`src/rtl/move_ctrl.sv`:
```
// Player movement controller: synchronises and debounces five buttons, then turns
// press events into board moves, restarts and a win indication on an 8x8 grid.
module move_ctrl #(
   parameter int unsigned DEB_CYCLES = 16,
   parameter logic [2:0]  START_X    = 3'd0,
   parameter logic [2:0]  START_Y    = 3'd0,
   parameter logic [2:0]  GOAL_X     = 3'd7,
   parameter logic [2:0]  GOAL_Y     = 3'd7
) (
   input  logic       clk_d,
   input  logic       rst,
   input  logic       start_sw,
   input  logic [1:0] game_status,
   input  logic       btn_up,
   input  logic       btn_down,
   input  logic       btn_left,
   input  logic       btn_right,
   input  logic       btn_restart,
   output logic       active,
   output logic       reset_flag,
   output logic       win_flag,
   output logic [2:0] pos_x,
   output logic [2:0] pos_y
);

   typedef enum logic [1:0] {
      CHOSE_BOARD  = 2'b00,
      GAMING       = 2'b01,
      GAME_INITIAL = 2'b10,
      WINNED       = 2'b11
   } game_status_t;

   localparam int unsigned NBTN    = 5;
   localparam int unsigned B_RST   = 0;
   localparam int unsigned B_UP    = 1;
   localparam int unsigned B_DOWN  = 2;
   localparam int unsigned B_LEFT  = 3;
   localparam int unsigned B_RIGHT = 4;
   localparam logic [7:0]  DEB_MAX = 8'(DEB_CYCLES - 1);

   logic [NBTN-1:0] w_btn_raw;
   logic [NBTN-1:0] r_sync1;
   logic [NBTN-1:0] r_sync2;
   logic [NBTN-1:0] r_deb;
   logic [NBTN-1:0] r_deb_d;
   logic [7:0]      r_cnt [NBTN];
   logic [NBTN-1:0] w_press;

   logic [2:0]   w_nx_x;
   logic [2:0]   w_nx_y;
   logic         w_nx_win;
   logic         w_nx_active;
   logic         w_nx_rflag;
   logic         w_play_ok;
   logic         w_idle;
   game_status_t w_status;

   assign w_btn_raw = {btn_right, btn_left, btn_down, btn_up, btn_restart};
   assign w_press   = r_deb & ~r_deb_d;

   always_ff @(posedge clk_d or posedge rst) begin
      if (rst) begin
         r_sync1 <= '0;
         r_sync2 <= '0;
         r_deb   <= '0;
         r_deb_d <= '0;
         for (int unsigned i = 0; i < NBTN; i++) r_cnt[i] <= '0;
      end else begin
         r_sync1 <= w_btn_raw;
         r_sync2 <= r_sync1;
         r_deb_d <= r_deb;
         for (int unsigned i = 0; i < NBTN; i++) begin
            if (r_sync2[i] != r_deb[i]) begin
               if (r_cnt[i] == DEB_MAX) begin
                  r_deb[i] <= r_sync2[i];
                  r_cnt[i] <= '0;
               end else begin
                  r_cnt[i] <= r_cnt[i] + 8'd1;
               end
            end else begin
               r_cnt[i] <= '0;
            end
         end
      end
   end

   // Events arriving the cycle right after a pulse are dropped so that pulses never
   // run back to back, even when different buttons settle on adjacent cycles.
   always_comb begin
      w_nx_x      = pos_x;
      w_nx_y      = pos_y;
      w_nx_win    = win_flag;
      w_nx_active = 1'b0;
      w_nx_rflag  = 1'b0;
      w_status    = game_status_t'(game_status);
      w_play_ok   = (w_status == GAMING || w_status == GAME_INITIAL) && !win_flag;
      w_idle      = !active && !reset_flag;
      if (!start_sw) begin
         w_nx_x   = START_X;
         w_nx_y   = START_Y;
         w_nx_win = 1'b0;
      end else if (w_idle) begin
         if (w_press[B_RST]) begin
            w_nx_x     = START_X;
            w_nx_y     = START_Y;
            w_nx_win   = 1'b0;
            w_nx_rflag = 1'b1;
         end else if (w_press[B_UP]) begin
            if (w_play_ok && pos_y != 3'd0) begin
               w_nx_y      = pos_y - 3'd1;
               w_nx_active = 1'b1;
            end
         end else if (w_press[B_DOWN]) begin
            if (w_play_ok && pos_y != 3'd7) begin
               w_nx_y      = pos_y + 3'd1;
               w_nx_active = 1'b1;
            end
         end else if (w_press[B_LEFT]) begin
            if (w_play_ok && pos_x != 3'd0) begin
               w_nx_x      = pos_x - 3'd1;
               w_nx_active = 1'b1;
            end
         end else if (w_press[B_RIGHT]) begin
            if (w_play_ok && pos_x != 3'd7) begin
               w_nx_x      = pos_x + 3'd1;
               w_nx_active = 1'b1;
            end
         end
         if (w_nx_active && w_nx_x == GOAL_X && w_nx_y == GOAL_Y) w_nx_win = 1'b1;
      end
   end

   always_ff @(posedge clk_d or posedge rst) begin
      if (rst) begin
         pos_x      <= START_X;
         pos_y      <= START_Y;
         win_flag   <= 1'b0;
         active     <= 1'b0;
         reset_flag <= 1'b0;
      end else begin
         pos_x      <= w_nx_x;
         pos_y      <= w_nx_y;
         win_flag   <= w_nx_win;
         active     <= w_nx_active;
         reset_flag <= w_nx_rflag;
      end
   end

endmodule
```
`config.mk`:
```
export PLATFORM = sky130hd
export DESIGN_NAME = move_ctrl
export DESIGN_NICKNAME = d
export VERILOG_FILES = /design/src/rtl/move_ctrl.sv
export SDC_FILE = /design/constraint.sdc
export NUM_CORES = 1
export LEC_CHECK = 0
export CAP_MARGIN = 20
export CORE_MARGIN = 2
export CORE_UTILIZATION = 65
export CTS_BUF_LIST = sky130_fd_sc_hd__clkbuf_8
export CTS_CLUSTER_DIAMETER = 30
export DETAILED_ROUTE_END_ITERATION = 10
export PLACE_DENSITY_LB_ADDON = 0.12
export SYNTH_ARGS = -nofsm -noshare
export SYNTH_HDL_FRONTEND = slang
export SYNTH_SLANG_ARGS = --single-unit
```
`constraint.sdc`:
```
create_clock -name clk_d -period 3.9 [get_ports clk_d]
set_clock_uncertainty 0.15 [all_clocks]
set_input_delay 0.78 -clock clk_d [delete_from_list [all_inputs] [get_ports clk_d]]
set_output_delay 0.78 -clock clk_d [all_outputs]
set_load 0.01 [all_outputs]
```
== Word level (Yosys, flattened, before mapping) ==
Cells that the tools add are included.

* Register bits after elaboration: 69
* Output and inout port bits: 9
* Bits of input ports: 10
* Logic and storage cells: 117

* Bitwise gates (word level): 2
* Reduce and logical (&&, ||, !) cells: 20
* Muxes and demuxes: 50
* Eq/ne operators: 18
* Add/sub/neg operators: 9

{| class="wikitable"
|+ Operators with widths
! operator !! number
|-
| 8-bit 2-to-1 mux || 10
|-
| 3-bit 2-to-1 mux || 20
|-
| 8-bit by 1-bit adder with 8-bit output (second input constant) || 5
|-
| 8-bit by 4-bit == test with 1-bit output (second input constant) || 5
|-
| 1-bit 2-to-1 mux || 20
|-
| 2-bit AND reduction || 6
|-
| 1-bit logical AND || 8
|-
| 3-bit by 1-bit adder with 3-bit output (second input constant) || 2
|-
| 3-bit == test (second input constant) || 2
|-
| 3-bit inequality test (second input constant) || 2
|-
| 3-bit nonzero test || 2
|-
| 3-bit by 1-bit subtractor with 3-bit output (second input constant) || 2
|-
| 5-bit AND || 1
|-
| 1-bit inequality test || 5
|-
| 5-bit NOT || 1
|-
| 1-bit logical NOT || 3
|-
| 3-bit by 1-bit inequality test with 1-bit output (second input constant) || 1
|-
| 2-bit by 1-bit == test with 1-bit output (second input constant) || 1
|-
| 2-bit == test (second input constant) || 1
|-
| 2-bit by 1-bit inequality test with 1-bit output (second input constant) || 1
|-
| 1-bit logical OR || 1
|}

== Depth between registers and ports, before layout ==
Gate-level depths: netlist of run 1.

* Depth in word-level cells: 18
* Depth in mapped cells: 8
* Depth with buffers taken out: 8

== Worst setup path before layout of run 1 ==
Ideal clock, no wire load.

* Path kind: reg2reg
* Start: register pos_x[0]
* End: register win_flag
* Setup time: 0.092 ns
* Required time: 3.658 ns
* Path slack: 1.411 ns
* Buffers on the path: 0
* Arrival: 2.247 ns
* Clock period less this slack: 2.489 ns
* Cell stages (with the launch flop): 9
* Cell sequence: dfrtp_1 -> ha_1 -> ha_1 -> or3b_4 -> mux2i_4 -> nand3_2 -> o22a_1 -> or4_1 -> o31ai_2

* Word-level cells in the longest chain between the ends: 16
* Elaborated cells between the ends (all ways): 32
* Those cells by class: 2 x add/sub; 3 x eq/ne; 21 x mux; 6 x reduce/logical

{| class="wikitable"
|+ Ends and longest elaborated chain
! what !! RTL line !! text
|-
| start: declaration || 22 || <nowiki>output logic [2:0] pos_x,</nowiki>
|-
| start signal: assignment || 141 || <nowiki>pos_x <= w_nx_x;</nowiki>
|-
| branches (longest 11 deep; another with 3-bit by 1-bit adder with 3-bit output) || n/a ||
|-
| 1-bit logical AND (*) (2 in a row) || 129 || <nowiki>if (w_nx_active && w_nx_x == GOAL_X && w_nx_y == GOAL_Y) w_nx_win = 1'b1;</nowiki>
|-
| 1-bit 2-to-1 mux || 129 ||
|-
| 1-bit 2-to-1 mux || 102 || <nowiki>end else if (w_idle) begin</nowiki>
|-
| 1-bit 2-to-1 mux || 98 || <nowiki>if (!start_sw) begin</nowiki>
|-
| end signal: assignment || 143 || <nowiki>win_flag <= w_nx_win;</nowiki>
|-
| end: declaration || 21 || <nowiki>output logic win_flag,</nowiki>
|}

Every way passes the cells marked *. The select of a mux whose other input is x is not followed.
A chain may end at the register's enable or synchronous reset.

== Worst setup path in the final report of run 1 ==
* Start: input game_status[1]
* End: register win_flag

* Word-level cells in the longest chain between the ends: 18
* Elaborated cells between the ends (all ways): 44
* Those cells by class: 5 x eq/ne; 30 x mux; 9 x reduce/logical

{| class="wikitable"
|+ Ends and longest elaborated chain
! what !! RTL line !! text
|-
| start: declaration || 13 || <nowiki>input logic [1:0] game_status,</nowiki>
|-
| 2-bit by 1-bit == test with 1-bit output / 2-bit == test (equally long branches) || 96 || <nowiki>w_play_ok = (w_status == GAMING || w_status == GAME_INITIAL) && !win_flag;</nowiki>
|-
| 1-bit logical OR (*) || 96 ||
|-
| 1-bit logical AND (*) || 96 ||
|-
| 1-bit logical AND || 124 || <nowiki>if (w_play_ok && pos_x != 3'd7) begin</nowiki>
|-
| 3-bit 2-to-1 mux || 124 ||
|-
| 3-bit 2-to-1 mux || 123 || <nowiki>end else if (w_press[B_RIGHT]) begin</nowiki>
|-
| 3-bit 2-to-1 mux || 118 || <nowiki>end else if (w_press[B_LEFT]) begin</nowiki>
|-
| 3-bit 2-to-1 mux || 113 || <nowiki>end else if (w_press[B_DOWN]) begin</nowiki>
|-
| (+2 left out) || n/a ||
|-
| 3-bit 2-to-1 mux || 102 ||
|-
| 3-bit 2-to-1 mux || 98 ||
|-
| 3-bit == test || 129 ||
|-
| 1-bit logical AND || 129 ||
|-
| 1-bit logical AND (*) || 129 ||
|-
| 1-bit 2-to-1 mux || 129 ||
|-
| 1-bit 2-to-1 mux || 102 ||
|-
| 1-bit 2-to-1 mux || 98 ||
|}

Every way passes the cells marked *; elsewhere a longest branch is shown, timed or not. The select of a mux whose other input is x is not followed.

==> impl_metrics.env, run 1 <==
export IMPL_status="finished, final reports clean"
export IMPL_synth_cell_types=43
export IMPL_syn_to_final_growth_pct=13.7
export IMPL_placed_cell_area_sq_um=3480
export IMPL_yosysMostFrequentCell="dfrtp_1"
export IMPL_netlist_top_cells_count="dfrtp_1, nor2_1, nand2_1"
export IMPL_path_clk_slew_ns=0.07
export IMPL_place_congestion=0.853
export IMPL_p_leak_nw=1.69
export IMPL_final_cells=397
export IMPL_crit_chain="clkdlybuf4s50_1, xnor2_1, or2_1, a21o_1, xnor2_1, or4_1, o31ai_2"
export IMPL_htreeDepth=3
export IMPL_async_flop_share_pct=100
export IMPL_clockBufferDepth=2
export IMPL_wl_per_cell_microns=13.7
export IMPL_grt_pass1_vias=2186
export IMPL_multi_input_area_sq_um=1450
export IMPL_place_inst=382
export IMPL_critPathRequiredTime_ns=3.99
export IMPL_finalMaxSlewViolations=0
export IMPL_synth_warnings=0
export IMPL_ys_ff_latch=69
export IMPL_max_freq_ghz=0.376
export IMPL_drive_above_1_share_pct=9.39
export IMPL_drtIter0Drc=113
export IMPL_antenna_found_initial=0
export IMPL_end_kind="register"
export IMPL_ys_seq_area_share_pct=53.7
export IMPL_drt_pass1_iterations=4
export IMPL_diodes=0
export IMPL_rsz0062_at_grt="no"
export IMPL_synth_top_family_by_area="simple AND/OR/NAND/NOR gates"
export IMPL_relSlewSlack_pct=70.4
export IMPL_synth_compound_area_share_pct=5.72
export IMPL_arrival_ns=2.75
export IMPL_fin_ws_ns=1.24
export IMPL_cap_violations=0
export IMPL_die_y_microns=74.4
export IMPL_syn_inst=297
export IMPL_fin_setup_tns_ns=0
export IMPL_cp_start_kind="input port"
export IMPL_cts_root_buf="clkbuf_8"
export IMPL_cts_tree="done"
export IMPL_remaining_drc_errors=0
export IMPL_numCtsBuffers=9
export IMPL_critical_path_slowest_cell="or4_1"
export IMPL_min_from="r_sync1[1]$_DFF_PP0_"
export IMPL_regArea_sq_um=1730
export IMPL_yosys_top_cells_area="dfrtp_1, xnor2_1, xor2_1"
export IMPL_synthMuxAreaShare_pct=2.45
export IMPL_place_ws_ns=0.924
export IMPL_grt_start_max_net_pins=27
export IMPL_ir_drop_v=0.000317
export IMPL_slowest_delay_ns=0.51
export IMPL_synth_area_leader_cell="dfrtp_1"
export IMPL_grt_overflow=0
export IMPL_r2r_end="win_flag$_DFFE_PP0P_"
export IMPL_cts_sinks=69
export IMPL_design_core_area_sq_um=4750
export IMPL_initial_core_util_pct=67.7
export IMPL_hold_path_class="reg -> reg"
export IMPL_postCtsSetupBuffers=0
export IMPL_nNetsFinal=349
export IMPL_dp_hpwl_microns=3910
export IMPL_finalInstanceArea_sq_um=3660
export IMPL_worstRegToRegCells=8
export IMPL_cp_max_fo=6
export IMPL_hold_depth=0
export IMPL_synthesis_area_sq_um=3220
export IMPL_synth_top_area_share_pct=53.7
export IMPL_cts_repair_resized=0
export IMPL_fillCellCount=323
export IMPL_dieArea_sq_um=5530
export IMPL_finalWirelength_microns=5460
export IMPL_power_density_nw_per_um2=367
export IMPL_ios=19
export IMPL_fin_crit_sh_pct=68.2
export IMPL_finalCriticalPeriod_ns=2.66
export IMPL_worstSetupPathType="in -> reg"
export IMPL_vias_per_cell=5.42
export IMPL_r2r_slack_ns=1.31
export IMPL_grt_pass1_wl_microns=9410
export IMPL_rows=25
export IMPL_insertion_delay_ns=0.33
export IMPL_fp_dieW_microns=74.4
export IMPL_hold_viol=0
export IMPL_final_antenna_net_count=0
export IMPL_worstHoldEndpoint="r_sync2[1]$_DFF_PP0_"
export IMPL_setup_viol_count_final=0
export IMPL_portBuffers=18
export IMPL_r2r_start="pos_x[0]$_DFFE_PP0P_"
export IMPL_synth_edf_count=0
export IMPL_vias=2153
export IMPL_crit_path_frequent_cell="xnor2_1"
export IMPL_synthXorXnorAreaFrac_pct=11.4
export IMPL_synthAdderAreaFrac_pct=5.05
export IMPL_track_usage_pct=22.3
export IMPL_synthSimpleGateAreaFrac_pct=20.3
export IMPL_synth_ff_type="dfrtp_1"
export IMPL_avgSynthCellArea_sq_um=10.8
export IMPL_synth_nets=320
export IMPL_cts_hold_buf=0
export IMPL_tightest_slew_ns=0.443
[through the flow]
step,hold slack (ns),power (W),util [%]
floorplan,0.181,0.000800,-
global placement,0.184,0.000820,73.2
detailed placement,0.190,0.000825,73.2
CTS,0.206,0.00136,76.9
global route,0.209,0.00140,76.9
finish,0.203,0.00134,76.9
[power breakdown]
part / internal (W) / total, W / switching (W)
logic: 0.0000261 / 0.0000630 / 0.0000369
registers: 0.000733 / 0.000747 / 0.0000134
clock network: 0.000286 / 0.000534 / 0.000248
total: 0.00105 / 0.00134 / 0.000298
[layout by cell type (no fill, tap or decap), drive strengths merged, types with 2 or more instances in the layout]
master | netlist | layout
a21oi | 8 | 8
nor2b | 4 | 4
clkbuf | 0 | 9
nor3 | 3 | 3
mux2 | 5 | 5
nor4 | 7 | 7
nand2b | 5 | 5
and2 | 7 | 7
o31ai | 2 | 2
o21a | 3 | 3
xor2 | 19 | 19
nand2 | 25 | 25
or2 | 4 | 4
buf | 2 | 2
xnor2 | 23 | 23
inv | 7 | 8
clkdlybuf4s50 | 0 | 18
nand3 | 16 | 16
or3 | 2 | 2
and3 | 10 | 10
nor2 | 44 | 44
clkinv | 0 | 3
ha | 13 | 13
o211ai | 2 | 2
nor3b | 2 | 2
o21ai | 2 | 2
dfrtp | 69 | 69
[cells by family after synthesis]
family / after synthesis
buffers and inverters: 9
and+or+nand+nor: 132
xor gates and xnor gates: 42
AOI/OAI and AO/OA: 26
adders and majority gates: 13
DFF: 69
muxes: 6
[cell type report]
| cell class | instances | area share, % |
|---|---|---|
| inverters | 7 | 0.718 |
| clock buffers | 9 | 3.39 |
| repair buffers | 20 | 5.34 |
| multi-input cells | 219 | 39.5 |
| well taps | 67 | 2.29 |
| flip-flops and latches | 69 | 47.2 |
| clock inverters | 6 | 1.54 |
[how the worst max path moves through the flow]
| stage | endpoint | start | slack (ns) |
|---|---|---|---|
| finish | win_flag$_DFFE_PP0P_ | game_status[1] | 1.24 |
| global route | win_flag$_DFFE_PP0P_ | game_status[0] | 1.17 |
| CTS | win_flag$_DFFE_PP0P_ | game_status[1] | 1.27 |
| detailed placement | win_flag$_DFFE_PP0P_ | game_status[1] | 0.92 |
| global placement | win_flag$_DFFE_PP0P_ | game_status[1] | 0.97 |
| floorplan | active$_DFF_PP0_ | rst | 1.23 |
[worst max-delay path: cells and delay by family]
family | cells | cell delay (ns)
buf+inv | 1 | 0.42
xor+xnor | 2 | 0.31
simple gates | 2 | 0.81
compound gates | 2 | 0.43
[layer usage]
layer	GRT usage (%)	vias up	wire, microns
met3	4.47	9	170
met4	9.33	0	80
met1	28.3	1041	2550
met2	37.6	37	2660
met5	0	-	0
li1	-	1066	-
[sequential cells by signal, summed over array words and instances, names as in the netlist]
signal	cells
r_cnt	40
r_deb	5
r_deb_d	5
r_sync1	5
r_sync2	5
pos_x	3
pos_y	3
active	1
reset_flag	1
win_flag	1
No activity file was read; power rests on OpenSTA's default activity.
==> run 2: changes to the inputs <==
--- a/config.mk
+++ b/config.mk
@@ -7,7 +7,7 @@
 export LEC_CHECK = 0
 export CAP_MARGIN = 20
 export CORE_MARGIN = 2
-export CORE_UTILIZATION = 65
+export CORE_UTILIZATION = 55
 export CTS_BUF_LIST = sky130_fd_sc_hd__clkbuf_8
 export CTS_CLUSTER_DIAMETER = 30
 export DETAILED_ROUTE_END_ITERATION = 10
==> constraint.sdc (replaced) <==
create_clock -name clk_d -period 2.35 [get_ports clk_d]
set_clock_uncertainty 0.15 [all_clocks]
set_input_delay 0.47 -clock clk_d [delete_from_list [all_inputs] [get_ports clk_d]]
set_output_delay 0.47 -clock clk_d [all_outputs]
set_load 0.01 [all_outputs]
==> run 2 against run 1 <==
Net effect: hold slack worse by 0.0050 ns; critical path type is now reg -> reg; critical path depth up 1; the flow now finishes with violations (setup timing); routed wire length is 1.1% higher; largest power group unchanged; first-iteration DRC count is 6.2% higher; highest routed layer unchanged; total power up 64%; clock-buffer cell count is 3 higher; critical endpoint unchanged; register-to-register slack lost 1.4 ns.
==> impl_metrics.env, run 2 (synthesized netlist as in run 1, its figures left out) <==
export IMPL_status="complete, but fails checks"
export IMPL_failed_checks="setup timing"
export IMPL_fin_ws_ns=-0.0622
export IMPL_fp_dieW_microns=80.5
export IMPL_top_register="r_cnt"
export IMPL_max_freq_ghz=0.415
export IMPL_path_clk_slew_ns=0.07
export IMPL_slowest_delay_ns=0.42
export IMPL_design_core_area_sq_um=5570
export IMPL_hold_viol=0
export IMPL_finalInstanceArea_sq_um=3870
export IMPL_crit_chain="ha_4, ha_4, or3b_4, mux2i_4, nand3_2, o22a_1, or4_4, o31ai_2"
export IMPL_grt_pass1_wl_microns=9860
export IMPL_final_antenna_net_count=0
export IMPL_cp_start_kind="register"
export IMPL_mostFrequentLayoutCells="dfrtp_1, nor2_1, nand2_1"
export IMPL_cts_sinks=69
export IMPL_cts_tree="done"
export IMPL_ir_drop_v=0.000460
export IMPL_vias_per_cell=5.24
export IMPL_vias=2210
export IMPL_final_common_cell="dfrtp_1"
export IMPL_ios=19
export IMPL_wl_per_cell_microns=13.1
export IMPL_fin_crit_sh_pct=103
export IMPL_power_density_nw_per_um2=571
export IMPL_clockBufferDepth=2
export IMPL_die_y_microns=80.5
export IMPL_place_congestion=0.818
export IMPL_dp_hpwl_microns=3910
export IMPL_antenna_found_initial=0
export IMPL_drtIter0Drc=120
export IMPL_place_ws_ns=-0.224
export IMPL_setup_viol_count_final=1
export IMPL_portBuffers=18
export IMPL_finalWirelength_microns=5520
export IMPL_grt_overflow=0
export IMPL_rows=27
export IMPL_remaining_drc_errors=0
export IMPL_arrival_ns=2.52
export IMPL_worstSetupPathType="reg -> reg"
export IMPL_cts_root_buf="clkbuf_8"
export IMPL_relSlewSlack_pct=68.9
export IMPL_htreeDepth=3
export IMPL_initial_core_util_pct=57.7
export IMPL_cp_max_fo=2
export IMPL_placed_cell_area_sq_um=3650
export IMPL_drt_pass1_iterations=4
export IMPL_largest_reg_flops=40
export IMPL_crit_path_frequent_cell="ha_4"
export IMPL_rsz0062_at_grt="yes"
export IMPL_hold_path_class="reg -> reg"
export IMPL_syn_to_final_growth_pct=20.1
export IMPL_tightest_slew_ns=0.465
export IMPL_grt_start_max_net_pins=70
export IMPL_cap_violations=0
export IMPL_numCtsBuffers=9
export IMPL_diodes=0
export IMPL_critPathRequiredTime_ns=2.46
export IMPL_insertion_delay_ns=0.34
export IMPL_grt_pass1_vias=2265
export IMPL_nNetsFinal=369
export IMPL_dieArea_sq_um=6480
export IMPL_track_usage_pct=20.1
export IMPL_end_kind="register"
export IMPL_critical_path_slowest_cell="dfrtp_2"
export IMPL_p_leak_nw=1.78
export IMPL_final_util_pct=69.4
export IMPL_finalMaxSlewViolations=0
export IMPL_drive_above_1_share_pct=16.0
export IMPL_finalCriticalPeriod_ns=2.41
==> run 2: cell types whose count changed in the layout (fill, tap and decap cells not counted), moves of 2 or more <==
cell,delta
clkbuf_8,+3
ha_1,-3
clkinv_2,-2
ha_4,+2
buf_4,+19
==> run 2: cell type report <==
type / instances / area, sq um
repair buffers: 40 / 358
inverters: 7 / 30.0
flip-flops and latches: 69 / 1730
well taps: 72 / 90.1
multi-input cells: 219 / 1480
clock inverters: 3 / 12.5
fillers: 422 / 1710
clock buffers: 12 / 165
==> run 2: per-layer routing <==
| layer | vias up | GRT usage [%] | part of all wire, % |
|---|---|---|---|
| met1 | 1069 | 25.1 | 47 |
| met2 | 31 | 32.6 | 48 |
| li1 | 1103 | - | - |
| met3 | 7 | 4.94 | 3.8 |
| met5 | - | 0 | 0 |
| met4 | 0 | 9.66 | 1.2 |
==> run 2: path summary, 6_finish.rpt <==
kind                                      start              endpoint  slack (ns)  cells after the start
setup reg to reg           pos_x[0]$_DFFE_PP0P_  win_flag$_DFFE_PP0P_       -0.06                      8
hold / removal             r_sync1[0]$_DFF_PP0_  r_sync2[0]$_DFF_PP0_        0.20                      0
setup / recovery           pos_x[0]$_DFFE_PP0P_  win_flag$_DFFE_PP0P_       -0.06                      8
hold reg to reg            r_sync1[0]$_DFF_PP0_  r_sync2[0]$_DFF_PP0_        0.20                      0
max in group asynchronous                   rst  r_deb[2]$_DFFE_PP0P_        1.33                      3
min in group asynchronous                   rst    r_cnt[7]$_DFF_PP0_        0.40                      3
==> run 2: critical path: cells and delay by family, from the launching register on <==
family / cells / cell delay (ns)
AOI/OAI and AO/OA: 2 / 0.39
adders and majority gates: 2 / 0.31
DFF: 1 / 0.42
muxes: 1 / 0.16
and+or+nand+nor: 3 / 0.90
==> run 2: metrics by stage <==
stage	hold slack (ns)	setup TNS [ns]	std cells	power, W
floorplan	0.181	-0.123	297	0.00133
global placement	0.183	-0.285	407	0.00138
detailed placement	0.186	-0.384	407	0.00138
CTS	0.201	-0.0500	422	0.00224
global route	0.212	-0.114	422	0.00232
finish	0.198	-0.0622	422	0.00221
==> run 2: report_power, final <==
part	leakage, nW	switching (W)	internal (W)	total [W]
Sequential	0.927	0.0000212	0.00122	0.00124
Clock	0.101	0.000400	0.000454	0.000854
Combinational	0.754	0.0000626	0.0000536	0.000116
Total	1.78	0.000484	0.00173	0.00221
==> run 2: timing repair <==
item | 4_1_cts | 5_1_grt
endpoints found under the setup margin | 1 | 1
hold buffers | 0 | 0
pin swaps | 1 | 0
buffers inserted | 0 | 0
gates resized for setup | 4 | 3
==> run 3: changes to the inputs <==
--- a/config.mk
+++ b/config.mk
@@ -5,13 +5,15 @@
 export SDC_FILE = /design/constraint.sdc
 export NUM_CORES = 1
 export LEC_CHECK = 0
+export ABC_AREA = 1
 export CAP_MARGIN = 20
 export CORE_MARGIN = 2
-export CORE_UTILIZATION = 55
+export CORE_UTILIZATION = 56
 export CTS_BUF_LIST = sky130_fd_sc_hd__clkbuf_8
 export CTS_CLUSTER_DIAMETER = 30
 export DETAILED_ROUTE_END_ITERATION = 10
 export PLACE_DENSITY_LB_ADDON = 0.12
+export SLEW_MARGIN = 15
 export SYNTH_ARGS = -nofsm -noshare
 export SYNTH_HDL_FRONTEND = slang
 export SYNTH_SLANG_ARGS = --single-unit
==> run 3 against run 2 <==
Net effect: the run now ends clean; total power grew 1.9%; critical path depth rose by 7; global-route usage grew 0.66 points; final area is 0.16% higher; synthesized cell count increased by 34%; combinational power about the same; area after synthesis up 3.6%; largest power group unchanged; sequential power is essentially flat; worst setup slack gained 0.25 ns; via count increased by 15%; die area is 1.6% higher; clock-buffer cell count fell by 2.
==> impl_metrics.env, run 3 <==
export IMPL_synth_ff_type="dfrtp_1"
export IMPL_tightest_slew_ns=0.521
export IMPL_synth_cell_types=26
export IMPL_hold_path_class="reg -> reg"
export IMPL_initial_core_util_pct=57.0
export IMPL_cp_max_fo=5
export IMPL_grt_overflow=0
export IMPL_p_comb_share_pct=5.2
export IMPL_fillCellCount=488
export IMPL_track_usage_pct=20.7
export IMPL_diodes=0
export IMPL_synth_warnings=0
export IMPL_path_clk_slew_ns=0.07
export IMPL_cts_root_buf="clkbuf_8"
export IMPL_worstSetupPathType="in -> reg"
export IMPL_p_leak_nw=1.83
export IMPL_cts_hold_buf=0
export IMPL_dp_hpwl_microns=4390
export IMPL_finalCriticalPeriod_ns=2.16
export IMPL_rsz0062_at_grt="no"
export IMPL_power_density_nw_per_um2=581
export IMPL_design_core_area_sq_um=5850
export IMPL_startpoint="game_status[1]"
export IMPL_end_kind="register"
export IMPL_syn_to_final_growth_pct=16.2
export IMPL_grt_pass1_wl_microns=10400
export IMPL_die_y_microns=81.2
export IMPL_vias_per_cell=4.98
export IMPL_ios=19
export IMPL_async_flop_share_pct=100
export IMPL_insertion_delay_ns=0.34
export IMPL_mostFrequentLayoutCells="nand2_1, dfrtp_1, inv_1"
export IMPL_yosys_top_cells_area="dfrtp_1, nand2_1, inv_1"
export IMPL_max_freq_ghz=0.462
export IMPL_cts_sinks=69
export IMPL_dieArea_sq_um=6590
export IMPL_fin_crit_sh_pct=92.0
export IMPL_final_common_cell="nand2_1"
export IMPL_portBuffers=18
export IMPL_grt_pass1_vias=2492
export IMPL_final_antenna_net_count=0
export IMPL_arrival_ns=2.25
export IMPL_postCtsSetupBuffers=0
export IMPL_largest_reg_flops=40
export IMPL_ir_drop_v=0.000278
export IMPL_finalInstanceArea_sq_um=3870
export IMPL_setup_viol_count_final=0
export IMPL_ys_ff_latch=69
export IMPL_cts_tree="done"
export IMPL_seqPwrFrac_pct=54.9
export IMPL_vias=2548
export IMPL_htreeDepth=3
export IMPL_ys_seq_area_share_pct=51.8
export IMPL_synth_top_area_share_pct=51.8
export IMPL_drtIter0Drc=124
export IMPL_synth_area_leader_cell="dfrtp_1"
export IMPL_clkPwrFrac_pct=39.9
export IMPL_r2r_start="pos_x[0]$_DFFE_PP0P_"
export IMPL_relSlewSlack_pct=65.0
export IMPL_status="finished, final reports clean"
export IMPL_synthesis_area_sq_um=3330
export IMPL_numCtsBuffers=9
export IMPL_critPathRequiredTime_ns=2.43
export IMPL_cap_violations=0
export IMPL_cp_start_kind="input port"
export IMPL_top_register="r_cnt"
export IMPL_avgSynthCellArea_sq_um=8.40
export IMPL_power_total_w=0.00225
export IMPL_p_int_w=0.00176
export IMPL_place_ws_ns=-0.160
export IMPL_switching_share_pct=21.6
export IMPL_min_from="r_sync1[3]$_DFF_PP0_"
export IMPL_finalWirelength_microns=5740
export IMPL_placed_cell_area_sq_um=3690
export IMPL_fin_ws_ns=0.188
export IMPL_synth_edf_count=0
export IMPL_nNetsFinal=457
export IMPL_syn_inst=397
export IMPL_final_util_pct=66.2
export IMPL_wl_per_cell_microns=11.2
export IMPL_antenna_found_initial=0
export IMPL_hold_viol=0
export IMPL_remaining_drc_errors=0
export IMPL_drive_above_1_share_pct=10.5
export IMPL_synth_nets=420
export IMPL_rows=28
export IMPL_place_congestion=0.882
export IMPL_cts_repair_resized=0
export IMPL_switching_power_w=0.000486
export IMPL_clockBufferDepth=2
export IMPL_drt_pass1_iterations=4
export IMPL_netlist_top_cells_count="nand2_1, dfrtp_1, inv_1"
export IMPL_fp_dieW_microns=81.2
export IMPL_grt_start_max_net_pins=34
export IMPL_yosysMostFrequentCell="nand2_1"
export IMPL_finalMaxSlewViolations=0
==> run 3: cell types whose count changed in the layout (fill, tap and decap cells not counted), sizes merged, moves of 15 or more <==
cell | before | now
nor2 | 44 | 63
inv | 8 | 66
xor2 | 19 | 1
nor3 | 3 | 18
nand2 | 25 | 78
xnor2 | 23 | 7
==> run 3: cell type report <==
| class | instances | area (sq um) | area share (%) |
|---|---|---|---|
| clock buffer | 10 | 138 | 3.55 |
| clock inverter | 4 | 42.5 | 1.10 |
| inverter | 65 | 248 | 6.40 |
| multi-input combinational | 262 | 1350 | 34.9 |
| sequential | 69 | 1730 | 44.6 |
| tap | 75 | 93.8 | 2.42 |
| timing repair buffer | 27 | 273 | 7.04 |
==> run 3: critical path, stage by stage <==
cell and delay [ns]:
clkdlybuf4s50_1 0.52, nor2_1 0.09, nor2_2 0.20, buf_4 0.18, nand2_4 0.05, nand2_2 0.07
nand3_2 0.08, nand2_1 0.10, nand3_2 0.08, nor2_2 0.12, nand3_1 0.08, nand2_1 0.06
nand2_1 0.04, nand2_1 0.06, nand2_1 0.04
==> run 3: cell families (layout without fill, tap and decap cells) <==
| logic type | count (synthesis) | in the layout | synth area share (%) |
|---|---|---|---|
| simple gates | 208 | 208 | 28.5 |
| flops | 69 | 69 | 51.8 |
| buf+inv | 66 | 106 | 7.66 |
| compound gates | 33 | 33 | 5.03 |
| fa+ha+maj | 13 | 13 | 4.88 |
| xor+xnor | 8 | 8 | 2.10 |
==> run 3: routing by layer <==
metal	vias up	wire, microns	global-route usage (%)
met1	1179	2750	26.4
li1	1320	-	-
met4	0	111	9.15
met2	38	2730	35.0
met5	-	0	0
met3	11	151	3.33
==> run 3: power groups by stage <==
stage | combinational [W] | sequential (W) | clock (W)
finish | 0.000117 | 0.00123 | 0.000898
global placement | 0.000117 | 0.00126 | 0
global route | 0.000139 | 0.00124 | 0.000974
CTS | 0.000121 | 0.00123 | 0.000924
detailed placement | 0.000121 | 0.00126 | 0
floorplan | 0.0000754 | 0.00125 | 0
==> run 3: path summary, 6_finish.rpt <==
path,to,slack [ns],depth (start not counted)
setup / recovery,win_flag$_DFFE_PP0P_,0.19,15
hold / removal,r_sync2[3]$_DFF_PP0_,0.20,0
setup reg to reg,win_flag$_DFFE_PP0P_,0.21,14
hold reg to reg,r_sync2[3]$_DFF_PP0_,0.20,0
max in group asynchronous,r_deb_d[4]$_DFF_PP0_,1.22,3
min in group asynchronous,r_cnt[17]$_DFF_PP0_,0.34,2
==> run 3: stage by stage <==
step                      instances  TNS [ns]  hold slack [ns]
final                           512         0            0.197
after global routing            512         0            0.211
after CTS                       512         0            0.201
after detailed placement        498    -0.245            0.186
after global placement          498   -0.0670            0.183
after floorplan                 397         0            0.181
